==> config.mk <==
export PLATFORM = sky130hd
export DESIGN_NAME = ram_port_arbiter
export DESIGN_NICKNAME = d
export VERILOG_FILES = /design/src/rtl/ram_port_arbiter_pkg.sv /design/src/rtl/ram_port_arbiter_rr_grant2.sv /design/src/rtl/ram_port_arbiter.sv
export SDC_FILE = /design/constraint.sdc
export NUM_CORES = 1
export LEC_CHECK = 0
export BUFFER_PORTS_ARGS = -buffer_cell sky130_fd_sc_hd__clkbuf_2
export CAP_MARGIN = 5
export CORE_MARGIN = 1.5
export CORE_UTILIZATION = 46
export DETAILED_ROUTE_END_ITERATION = 16
export GPL_ROUTABILITY_DRIVEN = 1
export GPL_TIMING_DRIVEN = 0
export PLACE_DENSITY = 0.85
export SYNTH_ARGS = -nofsm -noshare
export SYNTH_HDL_FRONTEND = slang
export SYNTH_SLANG_ARGS = --single-unit
==> constraint.sdc <==
create_clock -name clk -period 1.9 [get_ports clk]
set_input_delay 0.095 -clock clk [delete_from_list [all_inputs] [get_ports clk]]
set_output_delay 0.095 -clock clk [all_outputs]
set_load 0.01 [all_outputs]
==> src/rtl/ram_port_arbiter_pkg.sv <==
// rtl/ram_port_arbiter_pkg.sv - shared encodings and width defaults for the data RAM port arbiter
package ram_port_arbiter_pkg;

    localparam int ADDR_W_DEF = 5;
    localparam int DATA_W_DEF = 32;

    typedef enum logic [2:0] {
        IDLE     = 3'd0,
        WR_ISSUE = 3'd1,
        RD_ISSUE = 3'd2,
        RD_WAIT  = 3'd3,
        RESP     = 3'd4
    } arb_state_t;

    typedef enum logic {
        OWNER_CPU = 1'b0,
        OWNER_DBG = 1'b1
    } owner_t;

endpackage

==> src/rtl/ram_port_arbiter_rr_grant2.sv <==
// rtl/ram_port_arbiter_rr_grant2.sv - two-requester round-robin picker (a = CPU, b = DBG)
module rr_grant2
    import ram_port_arbiter_pkg::*;
(
    input  logic req_a,
    input  logic req_b,
    input  logic last_grant,
    output logic grant_valid,
    output logic grant_id
);

    assign grant_valid = req_a | req_b;

    // On a tie the requester that did not win last time goes first.
    assign grant_id = (req_a & req_b) ? ~last_grant
                                      : (req_b ? OWNER_DBG : OWNER_CPU);

endmodule

==> src/rtl/ram_port_arbiter.sv <==
// rtl/ram_port_arbiter.sv - shares the data RAM port between the CPU load/store path and the debug loader
module ram_port_arbiter
    import ram_port_arbiter_pkg::*;
#(
    parameter int ADDR_W = ADDR_W_DEF,
    parameter int DATA_W = DATA_W_DEF
) (
    input  logic              clk,
    input  logic              reset,
    input  logic              cpu_req,
    input  logic              cpu_we,
    input  logic [ADDR_W-1:0] cpu_addr,
    input  logic [DATA_W-1:0] cpu_wdata,
    output logic [DATA_W-1:0] cpu_rdata,
    output logic              cpu_ack,
    output logic              cpu_stall,
    input  logic              dbg_req,
    input  logic              dbg_we,
    input  logic [ADDR_W-1:0] dbg_addr,
    input  logic [DATA_W-1:0] dbg_wdata,
    output logic [DATA_W-1:0] dbg_rdata,
    output logic              dbg_ack,
    output logic [ADDR_W-1:0] ram_address,
    output logic [DATA_W-1:0] ram_data,
    output logic              ram_rden,
    output logic              ram_wren,
    input  logic [DATA_W-1:0] ram_q,
    output logic              arb_busy
);

    arb_state_t state;
    owner_t     owner;
    owner_t     last_grant;

    logic              grant_valid;
    logic              grant_id;
    logic              sel_we;
    logic [ADDR_W-1:0] sel_addr;
    logic [DATA_W-1:0] sel_wdata;

    rr_grant2 u_rr_grant2 (
        .req_a       (cpu_req),
        .req_b       (dbg_req),
        .last_grant  (last_grant),
        .grant_valid (grant_valid),
        .grant_id    (grant_id)
    );

    always_comb begin
        sel_we    = cpu_we;
        sel_addr  = cpu_addr;
        sel_wdata = cpu_wdata;
        if (grant_id == OWNER_DBG) begin
            sel_we    = dbg_we;
            sel_addr  = dbg_addr;
            sel_wdata = dbg_wdata;
        end
    end

    assign cpu_stall = cpu_req & ~cpu_ack;
    assign arb_busy  = (state != IDLE);

    // RAM drive registers double as the latched address/data of the granted request.
    always_ff @(posedge clk) begin
        if (reset) begin
            state       <= IDLE;
            owner       <= OWNER_CPU;
            last_grant  <= OWNER_DBG;
            cpu_ack     <= 1'b0;
            dbg_ack     <= 1'b0;
            cpu_rdata   <= '0;
            dbg_rdata   <= '0;
            ram_address <= '0;
            ram_data    <= '0;
            ram_rden    <= 1'b0;
            ram_wren    <= 1'b0;
        end else begin
            ram_rden <= 1'b0;
            ram_wren <= 1'b0;
            cpu_ack  <= 1'b0;
            dbg_ack  <= 1'b0;
            case (state)
                IDLE: begin
                    if (grant_valid) begin
                        owner       <= owner_t'(grant_id);
                        last_grant  <= owner_t'(grant_id);
                        ram_address <= sel_addr;
                        ram_data    <= sel_wdata;
                        if (sel_we) begin
                            ram_wren <= 1'b1;
                            cpu_ack  <= (grant_id == OWNER_CPU);
                            dbg_ack  <= (grant_id == OWNER_DBG);
                            state    <= WR_ISSUE;
                        end else begin
                            ram_rden <= 1'b1;
                            state    <= RD_ISSUE;
                        end
                    end
                end
                WR_ISSUE: state <= IDLE;
                RD_ISSUE: state <= RD_WAIT;
                RD_WAIT: begin
                    if (owner == OWNER_DBG) begin
                        dbg_rdata <= ram_q;
                        dbg_ack   <= 1'b1;
                    end else begin
                        cpu_rdata <= ram_q;
                        cpu_ack   <= 1'b1;
                    end
                    state <= RESP;
                end
                RESP:    state <= IDLE;
                default: state <= IDLE;
            endcase
        end
    end

endmodule
# == Word level (Yosys, flattened, before mapping) ==
# Index checks and enable logic that the tools add are counted.
# totals
out_inout_bits,107
in_bits,112
regBits,110
wordCells,47
# classes
n_reduce_logical,6
n_bitwise,9
n_mux,18
eq_ne,3
# op_table
operator,n
32-bit 2-to-1 mux,1
1-bit 2-to-1 mux,11
3-bit one-hot mux with 3 select lines,1
"3-bit by 2-bit equality test with 1-bit output, second input constant",2
1-bit NOT,6
2-bit AND reduction,3
5-bit 2-to-1 mux,1
1-bit one-hot mux with 2 select lines,2
3-bit logical NOT,1
3-bit 2-to-1 mux,1
3-bit nonzero test,1
3-bit OR reduction,1
1-bit bitwise AND,2
2-bit 2-to-1 mux,1
"2-bit inequality test, second input constant",1
1-bit OR,1

# == Logic depth before layout (Yosys ltp) ==
# depth
depth_word,6
mapped_depth,7
mapped_depth_nobuf,4

# == By module ==
# A second synthesis with hierarchy kept.
# hier_totals
cells_unflattened,486
hier_area_um2,4459.3
# modules_own_cells
module,area_each_um2,cells_each,seq_area_each_um2,n_inst
ram_port_arbiter,4445.5,484,2202.1,1
rr_grant2,13.8,2,0.0,1

# == Worst setup path before layout ==
# No wires, ideal clock.
# synth_timing
kind,register to register
start,reg state[1]
end,reg ram_address[3]
t_arrival_ps,1535
required_time_ps,1814
setup_ps,86
path_buffers,3
stages_incl_launch_ff,8
slack_ps,279
synth_period_minus_slack_ps,1621
cell_sequence,dfxtp_1 -> buf_2 -> nor3_4 -> inv_2 -> or3_1 -> buf_2 -> buf_6 -> a221oi_2
# synth_between
elab_chain_cells,2
# synth_lines
element,line_no,source
start: declaration,ram_port_arbiter.sv:31,arb_state_t state;
start signal: assignment,ram_port_arbiter.sv:66,state <= IDLE;
start signal: assignment,ram_port_arbiter.sv:93,state <= WR_ISSUE;
start signal: assignment,ram_port_arbiter.sv:96,state <= RD_ISSUE;
3-bit logical NOT,ram_port_arbiter.sv:82,case (state)
2-bit AND reduction (no source line),--,
end signal: assignment,ram_port_arbiter.sv:87,ram_address <= sel_addr;
end: declaration,ram_port_arbiter.sv:23,"output logic [ADDR_W-1:0] ram_address,"
# No other way between the ends.
# A chain may end at the register's enable or synchronous reset.

# == Worst setup path after layout ==
# layout_timing
start,reg state[2]
end,reg cpu_rdata[25]
# layout_between
elab_chain_cells,2
# layout_lines
element,line_no,source
3-bit by 2-bit equality test with 1-bit output,ram_port_arbiter.sv:82,
2-bit AND reduction (no source line),--,
end signal: assignment,ram_port_arbiter.sv:107,cpu_rdata <= ram_q;
end: declaration,ram_port_arbiter.sv:14,"output logic [DATA_W-1:0] cpu_rdata,"
# No other way between the ends.

==> flow_metrics.tcl <==
set metrics [dict create \
    status "finished clean" \
    drive_above_1_share_pct 34.7 \
    power_frac_clock_pct 27.1 \
    fin_crit_ns 1.80 \
    numCtsBuffers 9 \
    ant_nets 0 \
    p_sw_uw 1500 \
    relSlewSlack_pct 63.1 \
    io_pins 219 \
    initial_core_util_pct 47.1 \
    setup_viol 0 \
    avgRoutedWirePerCell_um 15.3 \
    stdcell_count 965 \
    worst-setup-path-type "reg -> reg" \
    drv_slew 0 \
    min_to "dbg_ack" \
    timing.final.crit_share_pct 94.5 \
    final_common_cell "clkbuf_2" \
    drt_pass1_iterations 5 \
    synth-xor-area-share_pct 0 \
    fin_nets 939 \
    peakVddDrop_v 0.000625 \
    portBuffers 217 \
    synth_cells 528 \
    hpwl_mm 10.1 \
    synth_nets 640 \
    n_fill_cell 722 \
    root_buffer "clkbuf_8" \
    num_vias 4941 \
    syn-cell-area_um2 4560 \
    ff2ff_path_depth 5 \
    multi_input_area_um2 2000 \
    p_leak_uw 0.00295 \
    comb_power_share_pct 22.9 \
    grt-ovfl-total 0 \
    areaGrowthSynthToFinish_pct 47.3 \
    yosysTopAreaCellShare_pct 48.3 \
    viasPerCell 5.12 \
    grt_max_degree 17 \
    hold_start "dbg_we" \
    r2r-end "cpu_rdata[25]" \
    avgSynthCellArea_um2 8.63 \
    finalWirelength_mm 14.8 \
    yosysTopAreaCell "dfxtp_1" \
    coreArea_um2 9680 \
    mostFrequentLayoutCells "clkbuf_2, nand2_1, dfxtp_1" \
    skew_ns 0.0104 \
    place.gp.congestion 0.792 \
    hold_viol_final 0 \
    rows 36 \
    r2r_start "state[2]" \
    hold_depth 3 \
    grt_use_total_pct 26.8 \
    switching_share_pct 28.9 \
    fp.dieW_um 103 \
    clock_latency_ns 0.37 \
    ys_warn_count 0 \
    synth_mux_area_share_pct 0 \
    synth_compound_area_share_pct 21.0 \
    synth_area_leaders "dfxtp_1, a221oi_2, nand2_1, a21oi_1, nand2b_1" \
    grt_pass1_wl_mm 22.0 \
    timing.hold.ws_ns 0.0335 \
    ys_types 30 \
    die_h_um 103 \
    power_density_nw_per_um2 773 \
    yosys.area_share.simple_pct 22.8 \
    clkTransAtPathRegs_ns 0.10 \
    hold_class "in -> reg" \
    drtIter0Drc 118 \
    clk_path_buf_depth 2 \
    cp_data_arrival_time_ns 2.08 \
    cts_sinks 110 \
    grt_pass1_vias 4746 \
    critical_path.max_fanout 10 \
    p_int_uw 3690 \
    dieArea_um2 10500 \
    seq_power_share_pct 50.0 \
    start_kind "flip-flop" \
    synth_top_family_by_area "simple AND/OR/NAND/NOR gates" \
    drc 0 \
    register_area_um2 2200 \
    tightestPinTransition_ns 0.553 \
    ys_ff_latch 110 \
    max_freq_mhz 557 \
    htree_levels 3 \
    required_ns 2.19 \
    antenna_found_initial 1 \
    cts_tree "yes" \
    dpl.cell_count 878 \
    worstSetupEndpointType "flip-flop" \
    r2r_slack_ns 0.10 \
    maxCapViolations 0 \
    seq_area_frac_synth_pct 48.3 \
    synth_fa_ha_area_share_pct 0 \
]
## final cells by class
cell class / count / share of cell area (%)
diodes: 1 / 0.0373
plain buffers: 44 / 3.22
clock buffers: 12 / 2.16
clock inverters: 3 / 0.652
inverters: 39 / 2.18
multi-input cells: 335 / 29.8
flip-flops and latches: 110 / 32.8
well taps: 133 / 2.48
repair buffers: 288 / 26.7
## per-stage QoR
step                util, %  area, um^2  TNS (ns)  setup slack, ns  power [uW]
floorplan                 -        4560         0            0.279        3250
global placement       60.0        5810         0           0.0799        3650
detailed placement     60.0        5810         0           0.0204        3690
CTS                    69.1        6690         0          0.00180        5190
global route           69.3        6710  -0.00118         -0.00118        5430
finish                 69.3        6710         0            0.104        5190
## cell usage after synthesis, drive strengths merged
cell type	count
nand4b	1
o21ai	1
or3	1
inv	39
nand3	1
o32ai	1
a21bo	1
o21a	1
dfxtp	110
clkbuf	34
nand3b	1
buf	10
and4b	1
nor3	41
nand4bb	1
nor4bb	1
nor2	2
nand2b	37
and3b	1
nor2b	1
a21oi	68
nand2	133
a21boi	2
a221oi	37
a221o	1
o22ai	1
## worst max path at each step
stage	startpoint	end	slack, ns
after floorplan	state[1]	ram_address[3]	0.28
after global placement	state[2]	ram_data[24]	0.08
after detailed placement	state[2]	ram_data[24]	0.02
after CTS	state[0]	cpu_rdata[26]	0.002
after global routing	state[0]	cpu_rdata[14]	-0.001
final	state[2]	cpu_rdata[25]	0.10
## power by group through the flow
| stage | clock network [uW] | registers [uW] | logic, uW |
|---|---|---|---|
| after global routing | 1530 | 2610 | 1300 |
| after CTS | 1430 | 2590 | 1170 |
| after detailed placement | 0 | 2640 | 1050 |
| final | 1410 | 2590 | 1190 |
| after floorplan | 0 | 2710 | 548 |
| after global placement | 0 | 2630 | 1030 |
## cell families after synthesis
group | count (synthesis)
AND/OR/NAND/NOR | 222
AO/OA/AOI/OAI | 113
flip-flops | 110
buffers and inverters | 83
## worst max-delay path, cell delays in order, from the launching register on
cell and delay (ns):
dfxtp_1 0.48, nand4bb_1 0.17, clkbuf_1 0.29, clkbuf_1 0.44, nand2_1 0.14, a21oi_1 0.20
## repair_timing
| action | in CTS | in global routing |
|---|---|---|
| hold buffers | 69 | 0 |
| buffers inserted | 0 | 2 |
| endpoints found under the setup margin | 0 | 62 |
| resized for setup | 0 | 10 |
| endpoints found under the hold margin | 101 | 0 |
## flip-flops by register name (all words and copies together) (netlist names)
name         flops
cpu_rdata       32
dbg_rdata       32
ram_data        32
ram_address      5
state            3
cpu_ack          1
dbg_ack          1
last_grant       1
owner            1
ram_rden         1
ram_wren         1
## layer usage
metal  routed length (um)  GRT usage (%)  part of all wire (%)
met5                    0              0                     0
met4                  310           11.0                   2.1
met3                 1020           5.90                   6.9
met2                 7570           49.0                    51
met1                 5910           30.3                    40
No activity file was read; power rests on OpenSTA's default activity.
